**src/rtl/nibble_serial_adder.sv**
```systemverilog
// Nibble-serial WIDTH-bit adder: one 4-bit adder reused per clock, LSB nibble first.
// Optional subtract mode (sub port, b inverted, carry forced to 1) enabled by ADDSEQ_SUB_EN.

module four_bit_adder (
   input  logic [3:0] i_a,
   input  logic [3:0] i_b,
   input  logic       i_c,
   output logic [3:0] o_s,
   output logic       o_c
);
   assign {o_c, o_s} = {1'b0, i_a} + {1'b0, i_b} + {4'b0000, i_c};
endmodule

module nibble_serial_adder #(
   parameter int WIDTH = 16
) (
   input  logic             clk,
   input  logic             rst_n,
   input  logic             in_valid,
   output logic             in_ready,
   input  logic [WIDTH-1:0] a,
   input  logic [WIDTH-1:0] b,
   input  logic             c_in,
`ifdef ADDSEQ_SUB_EN
   input  logic             sub,
`endif
   output logic [WIDTH-1:0] y,
   output logic             c_out,
   output logic             out_valid,
   input  logic             out_ready,
   output logic             busy
);
   localparam int NIB   = WIDTH / 4;
   localparam int IDX_W = (NIB > 1) ? $clog2(NIB) : 1;
   localparam logic [IDX_W-1:0] LAST_IDX = IDX_W'(NIB - 1);

   typedef enum logic [1:0] {S_IDLE, S_RUN, S_DONE} state_t;

   state_t           r_state;
   state_t           w_next;
   logic [WIDTH-1:0] r_a;
   logic [WIDTH-1:0] r_b;
   logic             r_cy;
   logic [IDX_W-1:0] r_idx;
   logic [WIDTH-1:0] r_y;
   logic             r_c_out;

   logic [3:0]       w_a_nib;
   logic [3:0]       w_b_nib;
   logic [3:0]       w_sum;
   logic             w_carry;
   logic             w_last;
   logic [WIDTH-1:0] w_b_load;
   logic             w_cy_load;

   assign w_a_nib = r_a[4*r_idx +: 4];
   assign w_b_nib = r_b[4*r_idx +: 4];
   assign w_last  = (r_idx == LAST_IDX);

`ifdef ADDSEQ_SUB_EN
   // Two's-complement subtract: a + ~b + 1; c_out=1 then means no borrow.
   assign w_b_load  = sub ? ~b : b;
   assign w_cy_load = sub ? 1'b1 : c_in;
`else
   assign w_b_load  = b;
   assign w_cy_load = c_in;
`endif

   four_bit_adder u_add (
      .i_a (w_a_nib),
      .i_b (w_b_nib),
      .i_c (r_cy),
      .o_s (w_sum),
      .o_c (w_carry)
   );

   // NOTE: every variable assigned in always_comb gets a default first, so no latch is inferred.
   always_comb begin
      w_next = r_state;
      case (r_state)
         S_IDLE:  if (in_valid)  w_next = S_RUN;
         S_RUN:   if (w_last)    w_next = S_DONE;
         S_DONE:  if (out_ready) w_next = S_IDLE;
         default: w_next = S_IDLE;
      endcase
   end

   // NOTE: sequential state uses non-blocking assignments so all registers update together at the edge.
   always_ff @(posedge clk or negedge rst_n) begin
      if (!rst_n) begin
         r_state <= S_IDLE;
         r_a     <= '0;
         r_b     <= '0;
         r_cy    <= 1'b0;
         r_idx   <= '0;
         r_y     <= '0;
         r_c_out <= 1'b0;
      end else begin
         r_state <= w_next;
         case (r_state)
            S_IDLE: begin
               if (in_valid) begin
                  r_a   <= a;
                  r_b   <= w_b_load;
                  r_cy  <= w_cy_load;
                  r_idx <= '0;
               end
            end
            S_RUN: begin
               r_y[4*r_idx +: 4] <= w_sum;
               r_cy              <= w_carry;
               if (w_last) r_c_out <= w_carry;
               else        r_idx   <= r_idx + 1'b1;
            end
            default: ;
         endcase
      end
   end

   assign y         = r_y;
   assign c_out     = r_c_out;
   assign in_ready  = (r_state == S_IDLE);
   assign out_valid = (r_state == S_DONE);
   assign busy      = (r_state != S_IDLE);
endmodule

```
**config.mk**
```make
export PLATFORM = sky130hd
export DESIGN_NAME = nibble_serial_adder
export DESIGN_NICKNAME = d
export VERILOG_FILES = /design/src/rtl/nibble_serial_adder.sv
export SDC_FILE = /design/constraint.sdc
export NUM_CORES = 1
export LEC_CHECK = 0
export CORE_MARGIN = 1
export CORE_UTILIZATION = 50
export CTS_CLUSTER_SIZE = 30
export DETAILED_ROUTE_END_ITERATION = 8
export PLACE_DENSITY = 0.79
export RECOVER_POWER = 25
export SYNTH_ARGS = -nofsm -noshare
export SYNTH_HDL_FRONTEND = slang
export SYNTH_SLANG_ARGS = --single-unit
```
**constraint.sdc**
```tcl
create_clock -name clk -period 9 [get_ports clk]
set_clock_uncertainty 0.05 [all_clocks]
set_input_delay 2.7 -clock clk [delete_from_list [all_inputs] [get_ports clk]]
set_output_delay 2.7 -clock clk [all_outputs]
set_load 0.005 [all_outputs]
```
Word-level counts from Yosys, hierarchy flattened
Index checks and enable logic that the tools add are counted.

Equal/unequal tests: 7. Bitwise gates (word level): 0. Multiplexer cells: 10. $add $sub $neg: 4. Divide/modulo/power cells: 0. Reduce and logical (&&, ||, !) cells: 8. $lt $le $gt $ge: 0. Multiply operators: 0. Shifts and indexed selects: 4.

Operators with widths (number): negation 4 -> 34 bit (1); variable shift 4 x 34 -> 16 bit, first input constant (1); variable part select 4 x 34 -> 16 bit (1); variable part select 16 x 5 -> 4 bit (2); bitwise mux 16 bit (1); 2-to-1 mux 2 bit (5); != test 2 bit, second input constant (3); one-hot mux 2 bit (3 select lines) (1); AND reduction 2 bit (3); AND reduction 3 bit (2); adder 4 x 4 -> 5 bit (1); adder 5 x 1 -> 5 bit (1); == test 2 bit, second input constant (2); one-hot mux 2 bit (2 select lines) (1); nonzero test 2 bit (2); adder 2 x 1 -> 2 bit, second input constant (1); == test 2 x 1 -> 1 bit, second input constant (1); logical NOT 2 bit (1); != test 2 x 1 -> 1 bit, second input constant (1); one-hot mux 1 bit (2 select lines) (1); 2-to-1 mux 1 bit (1).

Register bits: 54. Memory bits (read-only): 0. Bits in writable memories: 0. Input port bits: 37. Memories kept: 0. Bits in latches: 0.

Logic depth before layout (Yosys ltp)
Gate-level depths: netlist (run 1).

Word-level depth: 5. Gate-level depth with buffers: 7. Depth with buffers taken out: 6.

Cells and area by module
A second synthesis (run 1) with hierarchy kept.

Cell total of the unflattened synthesis: 203. Area, all modules: 2725.1 um2.

Modules (own cells, without submodules): nibble_serial_adder (area an instance 2581.2 um2, instances 1, cells each 187, seq. area each 1351.3 um2); four_bit_adder (area an instance 143.9 um2, instances 1, cells each 16, seq. area each 0.0 um2).

Worst setup path after synthesis (run 1)
OpenSTA, ideal clock, no wires.

Kind: input to register. From: in in_valid. To: reg r_a[15]. Buffers on the path: 1. Data arrival time: 3.504 ns. Stages: 3. Slack: 5.321 ns. Cells stage by stage: nor3b_4 buf_6 mux2_2.

Longest elaborated chain between the ends: 1.

Ends and longest elaborated chain: from (decl) (RTL line 19) `input logic in_valid,`; AND reduction 2 bit (no line); to (signal assigned) (RTL line 92) `r_a <= '0;`; to (signal assigned) (RTL line 103) `r_a <= a;`; to (decl) (RTL line 41) `logic [WIDTH-1:0] r_a;`.

Every way passes these cells. A chain may end at the register's enable or synchronous reset.

==> run metrics, run 1 <==
later-pin clock latency in the skew report between 0.3 and 0.4 ns; DRC violation count after routing 0; register area roughly 1400 um^2; Clock Sink Count 54; final setup violating endpoints 0; number of buffers inserted during clock tree synthesis 5; post-CTS resize count 0; Synth area leader dfrtp_1; total number of yosys warnings 0; cell-by-cell listing of the critical path clkbuf_1; Least-Margin Pin Slew 2.73 ns; via count of the first global-routing pass 1670; global-route congestion overflow total 0; Total Neg Setup Slack 0 ns; Inserted Diodes 0; 1st-iter DRT viols between 90 and 100; startpoint of the lowest-slack register-to-register path r_idx[0]; clock tree from TritonCTS yes; commonest cells after routing, fill and taps aside dfrtp_1 (54), clkdlybuf4s50_1 (53), mux2_2 (25), a22o_1 (12); vertical extent of the die 73.4 um; CTS Hold Bufs 0; largest cells by area after synthesis dfrtp_1 (53%), mux2_2 (11%), mux4_2 (7.1%); first-pass GRT wire length 7750 um; power density of the placed cells 377 nW/um^2; initial antenna violation count 0; portion of synthesized cell area occupied by the leading cell type 53.0%; Critical Path AT ~4.6 ns; Static Leakage 1.39 nW; status complete, but fails checks; RePlAce Congestion just under 0.8; total global routing track utilization about a fifth; type of the worst setup path input pin to asynchronous set/reset pin; unrepaired setup endpoints after global routing false; largest buffer count on any clock path 2; final net count roughly 270; cell area after layout 3250 um^2; count of pins over their slew limit 55; violated checks capacitance limit, slew limit; nature of the critical path endpoint asynchronous set/reset pin; worst hold-check path type flip-flop to flip-flop; ratio of cells with drive above 1 in the final layout a little over a fifth; Max Fclk 0.207 GHz; sequential-to-total area share from yosys stat between 50% and 60%; final hold viol count 0; die area around 5400 um^2; cell area after synthesis between 2000 and 3000 um^2; cell count after synthesis between 150 and 200; total number of vias approximately 1600; hold wc startpoint r_a[0]; Post-CTS Setup Repair Bufs 0; leading register cell type out of synthesis dfrtp_1; kind of launch point of the worst setup path input pin; Avg Cell Area, Syn ~15 um^2; Clk pin slew, worst setup/hold paths 0.09 ns; mean routed wirelength per cell between 15 and 20 um; worst-case vdd ir drop 0.000149 V; iteration count of the initial detailed-routing pass 4; Max-Cap Viols 1; initial cell density of the core between 50% and 60%; commonest non-fill, non-tap cell in the layout dfrtp_1; highest-delay cell along the critical path clkbuf_1; Top Family by Delay on Critical Path buffers and inverters; min Tclk post-route 4.84 ns; number of enable flip-flop cells after synthesis 0; Fillers 340; fraction of registers with async set or reset after synthesis 100%; hold path depth 1; Avg Vias per Cell 5.48; Die Width 73.4 um; Worst Reg-to-Reg Cells 6; remaining max-slew budget at the tightest pin -82.3%; worst path bufs/invs 1; Top Ports 57; number of buffers added on ports 56; timing startpoint of the critical path rst_n; number of library cell types mapped by synthesis 34; Worst path depth 1; Core Area around 4800 um^2; crit share post-route between 50% and 60%; DPL Wire Length 3520 um; cell area reported after detailed placement ~3100 um^2; Crit Path Max Fanout 54; data required time at the worst endpoint between 8 and 9 ns; net count after synthesis around 210; layout overhead on the synthesized area 27.3%; delay contributed by the slowest stage of the critical path 1.91 ns; area occupied by multi-input gates 1120 um^2; total number of H-tree levels 2; DRT Wirelength 4630 um; remaining antenna violation count 0; clk root buf clkbuf_8; maximum number of pins on one net before global-route repair 55; std cell rows 25; number of synthesized register bits 54
## final cells by class
class | instances | share of cell area, %
Clock buffer | 5 | 2.12
Clock inverter | 3 | 1.39
Inverter | 5 | 0.578
Multi-Input combinational cell | 100 | 34.4
Sequential cell | 54 | 41.6
Tap cell | 67 | 2.58
Timing Repair Buffer | 57 | 17.3
## power breakdown
part	switching [W]	internal (W)
logic	0.000279	0.000339
registers	0.0000901	0.000354
clock network	0.0000799	0.0000828
## worst paths after layout
path / end / slack (ns)
worst max register to register: r_cy / 5.71
worst min register to register: r_a[0] / 0.45
max in group clk: in_ready / 4.55
worst min-delay path: r_a[0] / 0.45
min in group asynchronous: y[14] / 3.20
worst max-delay path: r_a[15] / 4.16
## through the flow
stage	hold slack [ns]	util, %	worst slack [ns]	std cells	total power (W)
after floorplan	0.402	-	5.32	166	0.000879
after global placement	0.414	65.0	4.70	283	0.00103
after detailed placement	0.425	65.0	4.63	283	0.00107
after CTS	0.447	67.4	4.54	291	0.00123
after global routing	0.463	67.4	3.50	291	0.00132
final	0.450	67.4	4.16	291	0.00122
## cell usage after synthesis (2+ instances only)
| cell | instances |
|---|---|
| ha_1 | 9 |
| nand2b_1 | 2 |
| a22o_1 | 12 |
| fa_1 | 2 |
| mux2_1 | 9 |
| nor2_1 | 3 |
| buf_6 | 4 |
| a32o_1 | 4 |
| a21o_1 | 2 |
| mux4_2 | 8 |
| o21ai_0 | 2 |
| inv_1 | 5 |
| dfrtp_1 | 54 |
| buf_4 | 2 |
| nand2_1 | 4 |
| mux2_2 | 25 |
| nand3b_1 | 2 |
## registers in the layout, summed over array words and instances (netlist names)
signal	flops
r_cy	1
r_a	16
c_out	1
y	16
r_b	16
r_idx	2
r_state	2
## worst register-to-register path: stages, from the launching register on
cell	delay (ns)
dfrtp_1	0.89
mux4_2	0.64
fa_1	0.47
fa_1	0.43
a21o_1	0.20
a21o_1	0.19
a221o_1	0.31
## logic make-up after synthesis
family	Yosys count	share of synthesized area [%]
simple gates	22	7.51
mux	42	22.1
fa+ha+maj	11	5.99
xor+xnor	1	0.344
flops	54	53.0
compound gates	24	7.85
buf+inv	12	3.24
## routing by layer
metal	part of all wire [%]	global-route usage [%]	up-vias
li1	-	-	734
met1	42	23.5	798
met2	51	34.3	55
met3	5.6	5.35	9
met4	1.5	6.41	0
met5	0	0	-
Note: power is estimated with default switching activity, not from simulation.
==> run 2, diff against run 1 <==
Clock period 9 ns to 4.7 ns, I/O delays scaled along.
==> run metrics, run 2 (same netlist as run 1, synthesis figures left out) <==
DRT Wirelength between 4000 and 5000 um; worst-case vdd ir drop 0.000379 V; maximum number of pins on one net before global-route repair between 50 and 60; unrepaired setup endpoints after global routing false; worst hold-check slack between 0.4 and 0.5 ns; Crit Path Max Fanout 16; remaining antenna violation count 0; area occupied by multi-input gates around 1100 um^2; later-pin clock latency in the skew report between 0.3 and 0.4 ns; RePlAce Congestion 0.764; number of buffers inserted during clock tree synthesis 5; ratio of cells with drive above 1 in the final layout a little over a fifth; Worst Slack Setup Final ~1.5 ns; clock tree from TritonCTS yes; min Tclk post-route between 3 and 4 ns; overall power of the completed layout between 0.002 and 0.0025 W; initial cell density of the core 52.9%; delay contributed by the slowest stage of the critical path 0.87 ns; remaining max-slew budget at the tightest pin a little under a quarter; clk root buf clkbuf_8; Max-Cap Viols 0; Die Width between 70 and 80 um; Fillers around 350; cell-by-cell listing of the critical path mux4_2, fa_1, fa_1, a21o_1, a21o_1, a221o_1; Total Neg Setup Slack 0 ns; CTS Hold Bufs 0; first-pass GRT wire length 8090 um; vertical extent of the die ~73 um; post-CTS resize count 0; crit share post-route between 60% and 70%; data required time at the worst endpoint between 4 and 5 ns; Core Area just under 5000 um^2; die area 5390 um^2; 1st-iter DRT viols between 80 and 90; final net count roughly 270; register area around 1400 um^2; worst hold-check path type flip-flop to flip-flop; initial antenna violation count 0; pre-CTS setup slack roughly 1.4 ns; final setup violating endpoints 0; mean routed wirelength per cell between 15 and 20 um; Inserted Diodes 0; number of buffers added on ports between 50 and 60; layout overhead on the synthesized area 28.5%; global-route congestion overflow total 0; Critical Path AT 3.38 ns; type of the worst setup path flip-flop to flip-flop; highest-delay cell along the critical path dfrtp_1; total number of H-tree levels 2; total number of vias approximately 1600; Static Leakage 1.41 nW; largest buffer count on any clock path 2; std cell rows 25; Least-Margin Pin Slew roughly 1.1 ns; final hold viol count 0; nature of the critical path endpoint flip-flop; DPL Wire Length between 3000 and 4000 um; Avg Vias per Cell between 5 and 6; count of pins over their slew limit 0; power density of the placed cells roughly 740 nW/um^2; Post-CTS Setup Repair Bufs 0; DRC violation count after routing 0; total global routing track utilization approximately a fifth; commonest cells after routing, fill and taps aside dfrtp_1 (54), clkdlybuf4s50_1 (54), mux2_2 (25), a22o_1 (12); kind of launch point of the worst setup path flip-flop; Max Fclk ~0.31 GHz; Clock Sink Count 54; status finished, final reports clean; iteration count of the initial detailed-routing pass 4; Clk pin slew, worst setup/hold paths roughly 0.090 ns; via count of the first global-routing pass around 1700; Top Ports 57
==> run 2: worst max-delay path, delay by kind of cell (launching register included) <==
kind | cells | cell delay [ns]
muxes | 1 | 0.62
adders and majority gates | 2 | 0.88
AOI/OAI and AO/OA | 3 | 0.69
DFF | 1 | 0.87
==> run 2: layout make-up <==
type | count | area share (%)
multi-input combinational | 100 | 34.1
inverter | 5 | 0.573
clock inverter | 2 | 1.83
clock buffer | 6 | 2.52
sequential | 54 | 41.3
timing repair buffer | 57 | 17.2
tap | 67 | 2.56
==> run 2: routing by layer <==
| metal | share of wire [%] | track usage, % | vias to the layer above | wire length [um] |
|---|---|---|---|---|
| li1 | - | - | 731 | - |
| met1 | 41 | 24.4 | 813 | 1990 |
| met2 | 53 | 35.7 | 52 | 2580 |
| met3 | 3.6 | 3.98 | 9 | 177 |
| met4 | 2.2 | 11.1 | 0 | 109 |
| met5 | 0 | 0 | - | 0 |
==> run 2: power breakdown <==
group | switching [W] | internal, W | total [W]
sequential | 0.000174 | 0.000678 | 0.000852
combinational | 0.000553 | 0.000650 | 0.00120
clock | 0.000150 | 0.000227 | 0.000377
total | 0.000878 | 0.00156 | 0.00243
==> run 2: stage by stage <==
step | utilization, % | instances | area [um^2]
floorplan | - | 166 | 2550
global placement | 65.0 | 283 | 3130
detailed placement | 65.0 | 283 | 3130
CTS | 68.0 | 291 | 3280
global route | 68.0 | 291 | 3280
finish | 68.0 | 291 | 3280
==> run 2: final timing paths <==
check / endpoint / cells past startpoint / slack [ns] / startpoint
worst max-delay path: r_cy / 6 / 1.47 / r_idx[0]
max in group asynchronous: r_b[15] / 1 / 2.64 / rst_n
worst max register to register: r_cy / 6 / 1.47 / r_idx[0]
min in group asynchronous: y[0] / 1 / 1.27 / rst_n
worst min-delay path: r_b[10] / 1 / 0.44 / r_b[10]
worst min register to register: r_b[10] / 1 / 0.44 / r_b[10]
